[config.mk]
export PLATFORM = sky130hd
export DESIGN_NAME = lieat_ifq
export DESIGN_NICKNAME = d
export VERILOG_FILES = /design/src/rtl/lieat_ifq_pkg.sv /design/src/rtl/lieat_ifq_ram.sv /design/src/rtl/lieat_ifq.sv
export SDC_FILE = /design/constraint.sdc
export NUM_CORES = 1
export LEC_CHECK = 0
export BUFFER_PORTS_ARGS = -buffer_cell sky130_fd_sc_hd__buf_2
export CORE_ASPECT_RATIO = 1.2
export CORE_MARGIN = 2
export CORE_UTILIZATION = 35
export CTS_BUF_LIST = sky130_fd_sc_hd__clkbuf_16
export DETAILED_ROUTE_END_ITERATION = 10
export HOLD_SLACK_MARGIN = 0.06
export PLACE_DENSITY_LB_ADDON = 0.25
export SYNTH_ARGS = -nofsm -noshare
export SYNTH_HDL_FRONTEND = slang
export SYNTH_SLANG_ARGS = --single-unit
[constraint.sdc]
create_clock -name clk -period 10.1 [get_ports clk]
set_clock_uncertainty 0.15 [all_clocks]
set_input_delay 1.01 -clock clk [delete_from_list [all_inputs] [get_ports clk]]
set_output_delay 1.01 -clock clk [all_outputs]
set_load 0.01 [all_outputs]
[src/rtl/lieat_ifq_pkg.sv]
// Shared types for the instruction fetch queue: the layout of one buffered entry.
// XLEN normally arrives from the shared defines; a 32-bit default keeps this slice standalone.
`ifndef XLEN
`define XLEN 32
`endif

package lieat_ifq_pkg;

  localparam int IFQ_ENTRY_W = 2 * `XLEN + 1;

  typedef struct packed {
    logic [`XLEN-1:0] pc;
    logic [`XLEN-1:0] inst;
    logic             prdt_taken;
  } ifq_entry_t;

endpackage

[src/rtl/lieat_ifq_ram.sv]
// DEPTH x W register array: one synchronous write port, one asynchronous read port.
// Contents are deliberately not reset; only the queue pointers decide what is valid.
module lieat_ifq_ram #(
  parameter int DEPTH = 4,
  parameter int AW    = $clog2(DEPTH),
  parameter int W     = 65
) (
  input  logic          clk,
  input  logic          we,
  input  logic [AW-1:0] waddr,
  input  logic [W-1:0]  wdata,
  input  logic [AW-1:0] raddr,
  output logic [W-1:0]  rdata
);

  logic [W-1:0] mem [DEPTH];

  always_ff @(posedge clk) begin
    if (we) begin
      mem[waddr] <= wdata;
    end
  end

  assign rdata = mem[raddr];

endmodule

[src/rtl/lieat_ifq.sv]
// Instruction fetch queue: DEPTH-entry circular buffer of {pc, inst, prdt_taken}
// between fetch and decode, with a single-cycle flush of all buffered entries.
module lieat_ifq
  import lieat_ifq_pkg::*;
#(
  parameter int DEPTH = 4,
  parameter int AW    = $clog2(DEPTH)
) (
  input  logic              clk,
  input  logic              rst,
  input  logic              in_valid,
  output logic              in_ready,
  input  logic [`XLEN-1:0]  in_pc,
  input  logic [`XLEN-1:0]  in_inst,
  input  logic              in_prdt_taken,
  output logic              out_valid,
  input  logic              out_ready,
  output logic [`XLEN-1:0]  out_pc,
  output logic [`XLEN-1:0]  out_inst,
  output logic              out_prdt_taken,
  input  logic              flush,
  output logic              ifq_empty,
  output logic [AW:0]       ifq_count
);

  localparam logic [AW:0] PTR_ONE = {{AW{1'b0}}, 1'b1};

  // Handshakes: a transfer happens on a clock edge where valid and ready are both 1.
  // valid never waits on ready; in_ready and out_valid depend only on the pointers.
  logic [AW:0] wr_ptr;
  logic [AW:0] rd_ptr;
  logic        full;
  logic        empty;
  logic        push;
  logic        pop;
  logic        clear;

  ifq_entry_t  wr_entry;
  ifq_entry_t  rd_entry;

  assign empty = (wr_ptr == rd_ptr);
  assign full  = (wr_ptr[AW] != rd_ptr[AW]) && (wr_ptr[AW-1:0] == rd_ptr[AW-1:0]);

  // Reset and flush both discard the whole queue and override any handshake.
  assign clear = rst | flush;
  assign push  = in_valid & in_ready & ~clear;
  assign pop   = out_valid & out_ready & ~clear;

  assign in_ready  = ~full;
  assign out_valid = ~empty;
  assign ifq_empty = empty;
  assign ifq_count = wr_ptr - rd_ptr;

  always_ff @(posedge clk) begin
    if (clear) begin
      wr_ptr <= '0;
    end else if (push) begin
      wr_ptr <= wr_ptr + PTR_ONE;
    end
  end

  always_ff @(posedge clk) begin
    if (clear) begin
      rd_ptr <= '0;
    end else if (pop) begin
      rd_ptr <= rd_ptr + PTR_ONE;
    end
  end

  assign wr_entry.pc         = in_pc;
  assign wr_entry.inst       = in_inst;
  assign wr_entry.prdt_taken = in_prdt_taken;

  lieat_ifq_ram #(
    .DEPTH (DEPTH),
    .AW    (AW),
    .W     (IFQ_ENTRY_W)
  ) u_ram (
    .clk   (clk),
    .we    (push),
    .waddr (wr_ptr[AW-1:0]),
    .wdata (wr_entry),
    .raddr (rd_ptr[AW-1:0]),
    .rdata (rd_entry)
  );

  assign out_pc         = rd_entry.pc;
  assign out_inst       = rd_entry.inst;
  assign out_prdt_taken = rd_entry.prdt_taken;

endmodule

==> impl_results.md <==
* Max_cap viols at 0
* Largest family of logic cells by synthesized area: multiplexers
* Synth Flop Type: edfxtp_1
* CTS Root Cell: clkbuf_16
* Tot Pwr at 2.25 mW
* Slew Limit Fails at 0
* Layout cells sized above 1 at 43.9%
* Clock-pin slew on the worst setup and hold paths at 0.06 ns
* Resized cells post-CTS at 0
* Final clock period utilization by the worst path at 39.3%
* #FFs+latches synth at 268
* Rel. slew slack at 27.9%
* Synth area leaders: edfxtp_1, mux4_2, dfxtp_1, ha_1, buf_6
* Fin crit period at 3.97 ns
* CP Buf/Inv Count at 2
* Commonest cells in the netlist: edfxtp_1, mux4_2, inv_1, nand2_1, dfxtp_1
* Mapped Cells at 403
* Placed inst area at 0.0110 mm^2
* RD Place Congestion at 0.738
* Initial antenna violation count at 3
* DRC at 0
* EDFF count, synth at 260
* Post-synthesis instance area at 0.00993 mm^2
* Share of the synthesized area in the top cell type at 78.6%
* Depth of the CTS H-tree at 1
* Fillers at 2450
* Mean Syn Cell Area at 24.6 um^2
* Core Area at 0.0279 mm^2
* Die W at 158 um
* Crit path max-delay family: buffers and inverters
* Status: completed
* Area fraction in compound gates after synthesis at 0.491%
* Worst-margin pin slew at 1.08 ns
* Maximum clock rate at 252 MHz
* Starting DRT DRC Count at 178
* Count leader, synth: edfxtp_1
* Dominant cell type by area after synthesis: edfxtp_1
* Total Neg Setup Slack at 0 ns
* Critical path class: reg -> out
* Cell chain of the critical path: buf_4 > mux4_2 > buf_2
* Vias at 4497
* Cell Count Post-Placement at 907
* CP required at 8.94 ns
* Adder-cell share of the synthesized area at 1.08%
* I/O pins at 141
* Crit path max fanout at 34
* Unrepaired setup endpoints after global routing: false
* Non-filler instance count after layout at 956
* Vias in the first global route at 5092
* Post-CTS Setup Bufs at 0
* Asr flop ratio synth at 0%
* Synth warn at 0
* Cell variety after synth at 25
* Die Height at 189 um
* Total track usage at 12.3%
* TritonCTS clock tree: built
* Number of buffers added on ports at 140
* Clk Latency, worst-skew pair at 0.52 ns
* Xor/xnor cell area share of the yosys netlist at 0.265%
* # hold bufs at CTS at 0
* Slowest CP cell: dfxtp_4
* Fin area at 0.0119 mm^2
* Die area at 0.0297 mm^2
* Final nets at 634
* Count of final hold-check violations at 0
* Post-synthesis mux area share at 15.2%
* Initial Utilization at 35.6%
* First-pass GRT wire length at 28000 um
* Max VDD drop at 0.0973 mV
* CP Capture Type: output port
* Grt ovf at 0
* P_leak at 3.92 nW
* Hpwl dp at 10400 um
* Hold crit path type: reg -> reg
* CP max stage delay at 0.82 ns
* Max clock buf depth at 3
* Synth Area in Simple Gates at 1.12%
* TritonCTS Buffers at 26
* Pwr/cell area at 190 mW/mm^2
* Largest net degree at the start of global routing at 66
* CTS Sinks at 268
* Routed WL at 18200 um
* Post-DR wirelength/cell at 19.0 um
* CP startpoint kind: flip-flop
* Area grow syn2layout at 19.5%
* Final Util at 42.5%
* Synth Net Count at 481
* DRT Pass-1 Iters at 4
* Antenna-violating nets left at 0
* Sequential element share of the synthesized area at 80.2%
* Via/cell ratio at 4.70
* Final setup viols at 0
* Worst endpoint data arrival time at 2.81 ns
* Site Rows at 67
## final cells by class
class	count	area, um^2	area share [%]
sequential	268	7980	67.2
multi-input combinational	109	1830	15.4
timing repair buffer	141	708	5.97
clock buffer	27	676	5.69
tap	379	474	3.99
clock inverter	21	169	1.42
inverter	10	37.5	0.316
antenna	1	2.50	0.0211
## registers in the layout (all words and copies together) (netlist names), named ones only
register,cells
u_ram.mem,260
rd_ptr,3
wr_ptr,3
## where the power goes
group,internal (mW),switching [mW]
Combinational,0.0325,0.0400
Clock,0.558,0.387
Sequential,1.23,0.00457
## per-layer routing
| metal | GRT usage [%] | vias to the layer above | share of wire [%] |
|---|---|---|---|
| li1 | - | 2012 | - |
| met1 | 14.8 | 2333 | 40 |
| met2 | 21.6 | 113 | 51 |
| met3 | 3.73 | 35 | 6.9 |
| met4 | 3.32 | 4 | 1.8 |
| met5 | 0 | - | 0.12 |
## placed cells by master, fill, tap and decap left out, types with 2 or more instances in the layout
cell	count
xnor2_1	2
edfxtp_1	260
clkinv_2	9
clkbuf_16	27
clkinv_1	6
a21oi_2	2
mux2i_1	5
nand4_1	2
ha_1	7
dfxtp_1	6
buf_2	140
mux4_2	65
inv_1	13
bufinv_16	3
dfxtp_4	2
o211ai_1	3
nand2_1	10
and3_4	4
## kinds of logic (layout without fill, tap and decap cells)
| family | count (synthesis) | in the layout |
|---|---|---|
| AO/OA/AOI/OAI | 6 | 6 |
| XOR/XNOR | 3 | 3 |
| adder cells (fa/ha/maj) | 8 | 8 |
| buffers and inverters | 26 | 199 |
| flip-flops | 268 | 268 |
| multiplexers | 70 | 70 |
| other | 0 | 1 |
| AND/OR/NAND/NOR | 22 | 22 |
## worst register-to-register path, stage by stage, from the launching register on
cell	delay [ns]
dfxtp_1	0.38
inv_1	0.11
ha_1	0.31
and2_0	0.27
a21oi_2	0.37
and3_4	0.98
## stage by stage
stage / setup WS, ns / hold WS [ns]
after CTS: 5.97 / 0.367
after detailed placement: 6.54 / 0.359
final: 6.13 / 0.366
after floorplan: 6.62 / 0.319
after global placement: 6.53 / 0.332
after global routing: 5.84 / 0.404
## worst paths after layout
check | from | to | slack, ns | cells past startpoint
hold reg to reg | wr_ptr[0]$_SDFFE_PP0P_ | wr_ptr[0]$_SDFFE_PP0P_ | 0.37 | 2
hold / removal | wr_ptr[0]$_SDFFE_PP0P_ | wr_ptr[0]$_SDFFE_PP0P_ | 0.37 | 2
setup / recovery | flip-flop | out_inst[11] | 6.13 | 3
setup reg to reg | wr_ptr[0]$_SDFFE_PP0P_ | u_ram.mem[2][40]$_DFFE_PP_ | 7.08 | 5
Note: power is estimated with default switching activity, not from simulation.
